$ cat config.mk
export PLATFORM = sky130hd
export DESIGN_NAME = addsub_serial
export DESIGN_NICKNAME = d
export VERILOG_FILES = /design/src/rtl/addsub_serial.sv
export SDC_FILE = /design/constraint.sdc
export NUM_CORES = 1
export LEC_CHECK = 0
export CAP_MARGIN = 5
export CORE_MARGIN = 2
export CORE_UTILIZATION = 54
export CTS_CLUSTER_SIZE = 28
export DETAILED_ROUTE_END_ITERATION = 12
export GPL_ROUTABILITY_DRIVEN = 0
export PLACE_DENSITY_LB_ADDON = 0.2
export SYNTH_ARGS = -nofsm -noshare
export SYNTH_HDL_FRONTEND = slang
export SYNTH_SLANG_ARGS = --single-unit
$ cat constraint.sdc
create_clock -name clk -period 4.5 [get_ports clk]
set_input_delay 1.35 -clock clk [delete_from_list [all_inputs] [get_ports clk]]
set_output_delay 1.35 -clock clk [all_outputs]
set_load 0.05 [all_outputs]
$ cat src/rtl/addsub_serial.sv
// Chunk-serial add/subtract/compare unit: one CHUNK_SIZE-bit adder slice is reused
// over NUM_SIZE/CHUNK_SIZE cycles, with valid/ready handshakes on both sides.
module addsub_serial #(
  parameter int NUM_SIZE   = 32,
  parameter int CHUNK_SIZE = 8
) (
  input  logic                clk,
  input  logic                rstN,
  input  logic                inValid,
  output logic                inReady,
  input  logic [1:0]          op,
  input  logic [NUM_SIZE-1:0] dIn0,
  input  logic [NUM_SIZE-1:0] dIn1,
  output logic                outValid,
  input  logic                outReady,
  output logic [NUM_SIZE-1:0] result,
  output logic                carryOut,
  output logic                overflow,
  output logic                zero
);

  localparam int NUM_CHUNKS = (CHUNK_SIZE >= 1) ? (NUM_SIZE / CHUNK_SIZE) : 1;
  localparam int CNT_W      = (NUM_CHUNKS > 1) ? $clog2(NUM_CHUNKS) : 1;
  localparam int MSB        = NUM_SIZE - 1;

  localparam logic [CNT_W-1:0]    LAST_CNT   = CNT_W'(NUM_CHUNKS - 1);
  localparam logic [NUM_SIZE-1:0] CHUNK_MASK = NUM_SIZE'({CHUNK_SIZE{1'b1}});

  localparam logic [1:0] OP_ADD  = 2'b00;
  localparam logic [1:0] OP_SUB  = 2'b01;
  localparam logic [1:0] OP_SLT  = 2'b10;
  localparam logic [1:0] OP_SLTU = 2'b11;

  if ((CHUNK_SIZE < 1) || ((NUM_SIZE % CHUNK_SIZE) != 0)) begin : g_bad_chunk
    $error("addsub_serial: CHUNK_SIZE must be >= 1 and divide NUM_SIZE");
  end

  typedef enum logic [1:0] {
    ST_IDLE = 2'd0,
    ST_BUSY = 2'd1,
    ST_DONE = 2'd2
  } state_t;

  state_t              state_r;
  logic [CNT_W-1:0]    cnt_r;
  logic [NUM_SIZE-1:0] a_r;
  logic [NUM_SIZE-1:0] b_r;
  logic [NUM_SIZE-1:0] sum_r;
  logic                carry_r;
  logic [1:0]          op_r;
  logic [NUM_SIZE-1:0] result_r;
  logic                carry_out_r;
  logic                overflow_r;
  logic                zero_r;
  logic                out_valid_r;

  logic [31:0]           shamt_s;
  logic [CHUNK_SIZE-1:0] a_chunk_s;
  logic [CHUNK_SIZE-1:0] b_chunk_s;
  logic [CHUNK_SIZE:0]   slice_s;
  logic [NUM_SIZE-1:0]   sum_next_s;
  logic                  ovf_s;
  logic                  slt_s;
  logic                  sltu_s;
  logic [NUM_SIZE-1:0]   result_next_s;

  assign inReady  = (state_r == ST_IDLE) && rstN;
  assign outValid = out_valid_r;
  assign result   = result_r;
  assign carryOut = carry_out_r;
  assign overflow = overflow_r;
  assign zero     = zero_r;

  // Slice adder for the current chunk and the merged sum/flags it produces
  always_comb begin
    shamt_s    = 32'(cnt_r) * 32'(CHUNK_SIZE);
    a_chunk_s  = CHUNK_SIZE'(a_r >> shamt_s);
    b_chunk_s  = CHUNK_SIZE'(b_r >> shamt_s);
    slice_s    = {1'b0, a_chunk_s} + {1'b0, b_chunk_s} + (CHUNK_SIZE + 1)'(carry_r);
    sum_next_s = (sum_r & ~(CHUNK_MASK << shamt_s))
               | (NUM_SIZE'(slice_s[CHUNK_SIZE-1:0]) << shamt_s);
    // b_r already holds ~dIn1 for subtract modes, so this is the raw-add overflow rule
    ovf_s      = (a_r[MSB] == b_r[MSB]) && (sum_next_s[MSB] != a_r[MSB]);
    slt_s      = sum_next_s[MSB] ^ ovf_s;
    sltu_s     = ~slice_s[CHUNK_SIZE];
    case (op_r)
      OP_ADD:  result_next_s = sum_next_s;
      OP_SUB:  result_next_s = sum_next_s;
      OP_SLT:  result_next_s = NUM_SIZE'(slt_s);
      OP_SLTU: result_next_s = NUM_SIZE'(sltu_s);
      default: result_next_s = sum_next_s;
    endcase
  end

  // Control FSM, operand/accumulator registers and registered outputs
  always_ff @(posedge clk or negedge rstN) begin
    if (!rstN) begin
      state_r     <= ST_IDLE;
      cnt_r       <= {CNT_W{1'b0}};
      a_r         <= {NUM_SIZE{1'b0}};
      b_r         <= {NUM_SIZE{1'b0}};
      sum_r       <= {NUM_SIZE{1'b0}};
      carry_r     <= 1'b0;
      op_r        <= 2'b00;
      result_r    <= {NUM_SIZE{1'b0}};
      carry_out_r <= 1'b0;
      overflow_r  <= 1'b0;
      zero_r      <= 1'b0;
      out_valid_r <= 1'b0;
    end else begin
      case (state_r)
        ST_IDLE: begin
          if (inValid) begin
            a_r     <= dIn0;
            b_r     <= (op == OP_ADD) ? dIn1 : ~dIn1;
            carry_r <= (op != OP_ADD);
            op_r    <= op;
            sum_r   <= {NUM_SIZE{1'b0}};
            cnt_r   <= {CNT_W{1'b0}};
            state_r <= ST_BUSY;
          end else begin
            state_r <= ST_IDLE;
          end
        end
        ST_BUSY: begin
          sum_r   <= sum_next_s;
          carry_r <= slice_s[CHUNK_SIZE];
          if (cnt_r == LAST_CNT) begin
            cnt_r       <= {CNT_W{1'b0}};
            result_r    <= result_next_s;
            carry_out_r <= slice_s[CHUNK_SIZE];
            overflow_r  <= ovf_s;
            zero_r      <= (sum_next_s == {NUM_SIZE{1'b0}});
            out_valid_r <= 1'b1;
            state_r     <= ST_DONE;
          end else begin
            cnt_r <= cnt_r + CNT_W'(1);
          end
        end
        ST_DONE: begin
          if (outReady) begin
            out_valid_r <= 1'b0;
            state_r     <= ST_IDLE;
          end else begin
            state_r <= ST_DONE;
          end
        end
        default: begin
          out_valid_r <= 1'b0;
          state_r     <= ST_IDLE;
        end
      endcase
    end
  end

endmodule

---- Yosys cells after proc, flatten, opt, wreduce, memory -nomap -nowiden ----
Cells that the tools add are included.
cells by class
  $mul .................................... 0
  bitwise gates (word level) .............. 7
  equality and inequality tests ........... 11
  muxes and demuxes ....................... 16
  reduce and logical (&&, ||, !) cells .... 13
  add/sub/neg operators ................... 3
  $lt $le $gt $ge ......................... 0
  shift operators ......................... 4
  div/mod/pow operators ................... 0
operators with widths
  operator                                                                number
  32-bit case mux with 3 select lines                                     1
  32-bit two-way mux                                                      2
  32-bit inverter                                                         2
  32-bit case mux with 2 select lines                                     1
  32-bit by 5-bit >> shifter with 8-bit output                            2
  32-bit bitwise AND                                                      1
  32-bit logical NOT                                                      1
  32-bit bitwise OR                                                       1
  8-bit by 5-bit << shifter with 32-bit output                            1
  8-bit by 5-bit << shifter with 32-bit output (first input constant)     1
  8-bit by 8-bit adder with 9-bit output                                  1
  9-bit by 1-bit adder with 9-bit output                                  1
  2-bit equality test (second input constant)                             4
  2-bit two-way mux                                                       4
  2-bit logical NOT                                                       3
  2-bit != test (second input constant)                                   3
  2-bit case mux with 3 select lines                                      1
  2-bit AND reduction                                                     3
  2-bit by 1-bit equality test with 1-bit output (second input constant)  2
  1-bit two-way mux                                                       4
  2-bit case mux with 2 select lines                                      1
  2-bit nonzero test                                                      2
  1-bit case mux with 3 select lines                                      1
  3-bit AND reduction                                                     1
  other kinds (8)                                                         10
word-level totals
  register bits ........................... 139
  ROM bits ................................ 0
  output and inout bits ................... 37
  memories ................................ 0
  logic and storage cells ................. 66
  memory bits (writable) .................. 0
  latch bits .............................. 0

---- Logic depth before layout (Yosys ltp) ----
Gate-level depths: netlist (run 1).
  depth after elaboration ................. 9
  gate-level depth with buffers ........... 12

---- Worst setup path after synthesis (run 1) ----
OpenSTA, ideal clock, no wires.
  path type ............................... register -> register
  start point ............................. reg cnt_r[1]
  end point ............................... reg zero_r (netlist: zero)
  arrival time ............................ 3.511 ns
  clock period less this slack ............ 3.603 ns
  stages on the path, launching flop included .. 13
  data required time ...................... 4.408 ns
  buffers on the path ..................... 3
  slack ................................... 0.897 ns
  cells stage by stage .................... dfrtp_1 -> buf_6 -> clkbuf_1 -> buf_1 -> mux4_2 -> fa_1 -> fa_1 -> a211oi_1 -> o21bai_1 -> a21oi_1 -> xor2_1 -> a31oi_1 -> o31ai_2
on the way
  word-level cells in the longest chain between the ends .. 6
  elaborated cells between the ends (all ways) .. 12
ends and longest elaborated chain
  element                                                          line    text
  from (decl)                                                      45      logic [CNT_W-1:0] cnt_r;
  from (signal assigned)                                           99      cnt_r <= {CNT_W{1'b0}};
  from (signal assigned)                                           119     cnt_r <= {CNT_W{1'b0}};
  from (signal assigned)                                           129     cnt_r <= {CNT_W{1'b0}};
  32-bit by 5-bit >> shifter with 8-bit output (on tied branches)  77, 78
  8-bit by 8-bit adder with 9-bit output                           79      slice_s = {1'b0, a_chunk_s} + {1'b0, b_chunk_s} + (CHUNK_SIZE + 1)'(carry_r);
  9-bit by 1-bit adder with 9-bit output                           79
  8-bit by 5-bit << shifter with 32-bit output                     81      | (NUM_SIZE'(slice_s[CHUNK_SIZE-1:0]) << shamt_s);
  32-bit bitwise OR                                                81
  32-bit logical NOT                                               133     zero_r <= (sum_next_s == {NUM_SIZE{1'b0}});
  to (signal assigned)                                             133
  to (decl)                                                        54      logic zero_r;
Parallel ways exist; a longest one is shown, timed or not.
A chain may end at the register's enable or synchronous reset.

---- Final worst setup path (run 1) ----
  start point ............................. reg cnt_r[0]
  end point ............................... reg zero_r (netlist: zero)
Same word-level chain as after synthesis.

==> flow_summary.yaml, run 1 <==
sta:
  grt_setup_unrepaired: "no"
  tns_ps: 0
  shortest_period_the_worst_path_allows_ps: 3840
  setup_viol: 0
  final_min_period_over_clock_period_pct: 85.3
  timing.max_slew.rel_slack_pct: 27.6
  fmaxAchievable_mhz: 261
  worstMarginPinSlew_ps: 1090
  timing_max_transition_violations_final: 0
  skew_ps: 7.55
  hold_violations: 0
cells_and_area:
  nNetsFinal: 843
  n_antenna_cell: 0
  areaGrowthSynthToFinish_pct: 24.7
  final.fill_count: 885
  final_layout_size_suffix_gt1_share_pct: 8.70
  final_core_utilization_pct: 69.1
  ff_latch_area_mm2: 0.00340
  multiInputGateArea_mm2: 0.00302
floorplan:
  floorplan.rows: 40
  die_area_mm2: 0.0132
  core_area_mm2: 0.0120
  die_w_um: 115
  start_util_pct: 55.4
  floorplan.io_pins: 107
  die_y_um: 115
logic_synthesis:
  synth_edf_count: 0
  postSynthRegisterBits: 136
  async_reset_ff_share_pct: 100
  post_synth_and_or_nand_nor_area_fraction_pct: 16.1
  post_synth_instance_area_mm2: 0.00666
  synth.area.mux_share_pct: 5.56
  yosysMostFrequentCell: "sky130_fd_sc_hd__nand2_1"
  combinational_family_with_the_most_area_after_synthesis: "simple AND/OR/NAND/NOR gates"
  post_synth.cell_area_avg_um2: 9.95
  yosys.area_share.adder_pct: 2.67
  yosysTopAreaCellShare_pct: 51.1
  area_fraction_in_compound_gates_after_synthesis_pct: 16.0
  synth_top_cell_by_area: "sky130_fd_sc_hd__dfrtp_1"
  netlist_top_cells_count: "169 x sky130_fd_sc_hd__nand2_1, 136 x sky130_fd_sc_hd__dfrtp_1, 74 x sky130_fd_sc_hd__o21ai_0"
  synth.yosys.warnings: 0
  synth_top_cells_by_area: "sky130_fd_sc_hd__dfrtp_1 51%, sky130_fd_sc_hd__nand2_1 9.5%, sky130_fd_sc_hd__o21ai_0 5.6%"
  post_synth_inst_count: 669
  yosys_most_used_dff: "sky130_fd_sc_hd__dfrtp_1"
  mappedNetlistNets: 752
  synth_seq_area_share_pct: 51.1
  post_synth_xor_area_fraction_pct: 4.87
  netlist-cell-type-count: 55
detailed_routing:
  detail_route.first_pass.iterations: 5
  wirelength_um: 16100
  post-route-drc-count: 0
  ant_nets: 0
  via_per_inst: 5.83
  detail_route.wl_per_cell_um: 17.6
  detailroute.via_count: 5344
  detail_route.iter0.violations: 373
clocking:
  clkTransAtPathRegs_ps: 60
  numClockSinks: 136
  cts_repair_resize_count: 0
  cts_post_setup_buffers_inserted: 0
  clk_root_buffer_cell: "sky130_fd_sc_hd__clkbuf_16"
  cts_inserted_buffers: 17
  clock_latency_ps: 420
  postCtsHoldBufs: 0
  cts_buffer_depth: 2
  cts.htree.levels: 4
  cts_tree: "built"
critical_path:
  worst_ep_required_time_ps: 4800
  setup.worst_path.start: "cnt_r[0]"
  timing.critical_path.arrival_ps: 4130
  timing_worst_setup_path_type: "reg -> reg"
  worstSetupStartpointType: "flop"
  critical_path_peak_fanout: 10
  worstReg2RegStart: "cnt_r[0]"
  end_kind: "flop"
global_route:
  first_global_vias: 5291
  maximum_number_of_pins_on_one_net_before_global_route_repair: 88
  grt_first_pass_wirelength_um: 26400
  antenna_violations_before_repair: 0
  global_route.usage.total_pct: 26.1
  grt_overflow_total: 0
status:
  status: "complete, no violations"
worst_hold_path:
  holdCritPathClass: "reg -> reg"
  min_from: "a_r[23]"
placed_design:
  place.detailed.hpwl_um: 11300
  numPortBuffers: 106
job:
  max_cap_viol_count: 0
## kinds of logic after synthesis
kind of cell	after synthesis
and+or+nand+nor	251
AOI/OAI and AO/OA	165
adders and majority gates	13
xor gates and xnor gates	37
buffers and inverters	50
muxes	17
DFF	136
## worst paths after layout
kind | end | slack, ps | depth (start not counted)
max in group asynchronous | carry_r | 1950 | 3
max reg2reg | zero | 660 | 9
min in group asynchronous | a_r[11] | 1030 | 2
min | a_r[23] | 470 | 2
max | zero | 660 | 9
min reg2reg | a_r[23] | 470 | 2
## sequential cells by signal, indices dropped and copies added, names as in the netlist
signal	cells
overflow	1
result	32
carry_r	1
outValid	1
op_r	2
state_r	2
a_r	32
cnt_r	2
b_r	32
zero	1
carryOut	1
sum_r	29
## stage by stage
step                hold WS (ps)  worst slack, ps  cells  area (µm²)
floorplan                    440              897    669        6660
global placement             456              843    888        7770
detailed placement           459              676    888        7770
CTS                          472              701    917        8300
global route                 493              463    917        8300
finish                       468              664    917        8300
## metal layers
| metal | share of wire [%] | up-vias | GRT usage, % |
|---|---|---|---|
| li1 | - | 2511 | - |
| met1 | 42 | 2565 | 34.2 |
| met2 | 49 | 229 | 41.4 |
| met3 | 6.9 | 39 | 6.11 |
| met4 | 2.7 | 0 | 12.2 |
| met5 | 0 | - | 0 |
## cells in the final DEF, fill, tap and decap left out, types with 6 or more instances in the layout
| master | count |
|---|---|
| sky130_fd_sc_hd__nor2_1 | 20 |
| sky130_fd_sc_hd__clkbuf_16 | 17 |
| sky130_fd_sc_hd__buf_4 | 10 |
| sky130_fd_sc_hd__nor2b_1 | 19 |
| sky130_fd_sc_hd__nand2_1 | 168 |
| sky130_fd_sc_hd__ha_1 | 11 |
| sky130_fd_sc_hd__o21ai_0 | 74 |
| sky130_fd_sc_hd__a22o_1 | 18 |
| sky130_fd_sc_hd__nand3_1 | 18 |
| sky130_fd_sc_hd__nor3_1 | 7 |
| sky130_fd_sc_hd__clkdlybuf4s50_1 | 104 |
| sky130_fd_sc_hd__o31ai_1 | 6 |
| sky130_fd_sc_hd__inv_1 | 7 |
| sky130_fd_sc_hd__a22oi_1 | 8 |
| sky130_fd_sc_hd__mux4_2 | 16 |
| sky130_fd_sc_hd__dfrtp_1 | 136 |
| sky130_fd_sc_hd__xor2_1 | 35 |
| sky130_fd_sc_hd__a21oi_1 | 19 |
## final cells by class
cell class | instances | area share, %
clock buffer | 25 | 5.85
clock inverter | 4 | 0.542
inverter | 7 | 0.316
multi-input combinational | 483 | 36.4
sequential | 136 | 41.0
tap | 147 | 2.21
timing repair buffer | 115 | 13.7
## critical path: stages (launching register included)
cell and delay (ps):
sky130_fd_sc_hd__dfrtp_1 690, sky130_fd_sc_hd__mux4_2 620, sky130_fd_sc_hd__fa_1 500, sky130_fd_sc_hd__fa_1 470
sky130_fd_sc_hd__xor2_1 680, sky130_fd_sc_hd__a21oi_1 260, sky130_fd_sc_hd__nand4_1 180, sky130_fd_sc_hd__nor3_1 70
sky130_fd_sc_hd__o2111ai_1 170, sky130_fd_sc_hd__o31ai_2 80
Power of run 1 is not shown: default switching activity piles up to over one toggle a cycle in this logic, so the estimate is an artifact.
==> inputs of run 2 (changes only) <==
- SLEW_MARGIN: unset -> 20
==> run 2 against run 1 <==
Net effect:
- cell count unchanged
- via count decreased by 0.30%
- design area about the same
- clock-buffer cell count unchanged
- first-iteration DRC count increased by 1.6%
- die area unchanged
- hold slack got worse by 0.55 ps
- global-route usage unchanged
- core utilization about the same
- register-to-register slack about the same
- critical path type unchanged
- critical endpoint is now sum_r[22]
- largest cell class unchanged
- highest routed layer unchanged
==> flow_summary.yaml, run 2 (same netlist as run 1, synthesis figures left out) <==
status:
  status: "complete, no violations"
cells_and_area:
  areaGrowthSynthToFinish_pct: 24.8
  nNetsFinal: 843
  mostFrequentLayoutCells: "168 x sky130_fd_sc_hd__nand2_1, 136 x sky130_fd_sc_hd__dfrtp_1, 104 x sky130_fd_sc_hd__clkdlybuf4s50_1, 74 x sky130_fd_sc_hd__o21ai_0, 35 x sky130_fd_sc_hd__xor2_1"
  final.fill_count: 883
  n_antenna_cell: 0
  layout.cells.most_common: "sky130_fd_sc_hd__nand2_1"
  final_layout_size_suffix_gt1_share_pct: 8.70
sta:
  fmaxAchievable_mhz: 261
  shortest_period_the_worst_path_allows_ps: 3840
  timing_max_transition_violations_final: 0
  skew_ps: 7.55
  worst_hold_slack_ps: 468
  grt_setup_unrepaired: "no"
  tns_ps: 0
  setup_viol: 0
  timing.max_slew.rel_slack_pct: 29.4
  worstMarginPinSlew_ps: 1060
  final_min_period_over_clock_period_pct: 85.2
  hold_violations: 0
global_route:
  global_route.usage.total_pct: 26.1
  grt_overflow_total: 0
  grt_first_pass_wirelength_um: 26400
  antenna_violations_before_repair: 0
  first_global_vias: 5291
  maximum_number_of_pins_on_one_net_before_global_route_repair: 88
clocking:
  cts_post_setup_buffers_inserted: 0
  cts_inserted_buffers: 17
  cts.htree.levels: 4
  cts_buffer_depth: 2
  cts_tree: "built"
  cts_repair_resize_count: 0
  clock_latency_ps: 420
  clkTransAtPathRegs_ps: 50
  numClockSinks: 136
  postCtsHoldBufs: 0
  clk_root_buffer_cell: "sky130_fd_sc_hd__clkbuf_16"
floorplan:
  die_area_mm2: 0.0132
  die_w_um: 115
  core_area_mm2: 0.0120
  die_y_um: 115
  floorplan.rows: 40
  start_util_pct: 55.4
  floorplan.io_pins: 107
critical_path:
  worst_ep_required_time_ps: 4840
  crit_family: "compound AO/OA/AOI/OAI gates"
  timing_worst_setup_path_type: "reg -> reg"
  end_kind: "flop"
  critical_path_peak_fanout: 10
  critical_path.max_stage_delay_ps: 690
  path_cells: "mux4_2 -> fa_1 -> fa_1 -> a211oi_1 -> o21bai_1 -> a21oi_1 -> xnor2_1 -> a21oi_1 -> o21ai_0"
  setup.worst_path.start: "cnt_r[0]"
  critical_path.slowest_cell: "sky130_fd_sc_hd__dfrtp_1"
  worstReg2RegStart: "cnt_r[0]"
  timing.critical_path.arrival_ps: 4170
  cp_num_buf_inv: 0
  worstSetupStartpointType: "flop"
worst_hold_path:
  holdCritPathClass: "reg -> reg"
  min_from: "a_r[23]"
detailed_routing:
  via_per_inst: 5.81
  detail_route.wl_per_cell_um: 17.6
  post-route-drc-count: 0
  wirelength_um: 16100
  ant_nets: 0
  detail_route.iter0.violations: 379
  detail_route.first_pass.iterations: 5
  detailroute.via_count: 5328
job:
  max_cap_viol_count: 0
placed_design:
  place.detailed.hpwl_um: 11300
  numPortBuffers: 106
==> run 2: changes by cell type in the layout (fill, tap and decap cells not counted) <==
cell / previous run / this run
sky130_fd_sc_hd__buf_4: 10 / 9
sky130_fd_sc_hd__buf_6: 0 / 1
==> run 2: routing by layer <==
metal | routed length [µm] | part of all wire, % | GRT usage [%] | vias to the layer above
met2 | 7900 | 49 | 41.4 | 218
met1 | 6690 | 42 | 34.2 | 2556
met4 | 442 | 2.7 | 12.2 | 0
met3 | 1060 | 6.6 | 6.11 | 43
li1 | - | - | - | 2511
met5 | 0 | 0 | 0 | -
==> run 2: area by class of cell <==
class | count | area (µm²) | share of cell area (%)
clock buffer | 25 | 485 | 5.84
clock inverter | 4 | 45.0 | 0.542
inverter | 7 | 26.3 | 0.316
multi-input combinational | 483 | 3020 | 36.4
sequential | 136 | 3400 | 41.0
tap | 147 | 184 | 2.21
timing repair buffer | 115 | 1140 | 13.7
==> run 2: worst paths after layout <==
| check | slack, ps | end | cells past startpoint |
|---|---|---|---|
| worst min-delay path | 470 | a_r[23] | 2 |
| min in group asynchronous | 1040 | a_r[11] | 2 |
| worst max-delay path | 660 | sum_r[22] | 9 |
| max in group asynchronous | 2260 | carry_r | 3 |
| worst min register to register | 470 | a_r[23] | 2 |
| worst max register to register | 660 | sum_r[22] | 9 |
==> run 2: metrics by stage <==
step | instance area (µm²) | setup WS, ps | util, % | std cells
2_1_floorplan | 6660 | 897 | - | 669
4_1_cts | 8300 | 701 | 69.1 | 917
3_3_place_gp | 7770 | 843 | 64.7 | 888
5_1_grt | 8310 | 463 | 69.2 | 917
3_5_place_dp | 7770 | 676 | 64.7 | 888
6_report | 8310 | 664 | 69.2 | 917
==> run 2: tightest hold or removal path, cell delays in order (launching register included) <==
cell	delay, ps
sky130_fd_sc_hd__dfrtp_1	330
sky130_fd_sc_hd__nand2_1	50
sky130_fd_sc_hd__nand2_1	50
Power of run 2 is left out for the same reason.
==> inputs of run 3 (changes only) <==
- ABC_AREA: unset -> 0
==> results of run 3 <==
Final layout, timing and power as in run 2 (identical DEF).
Power of run 3 is left out for the same reason.
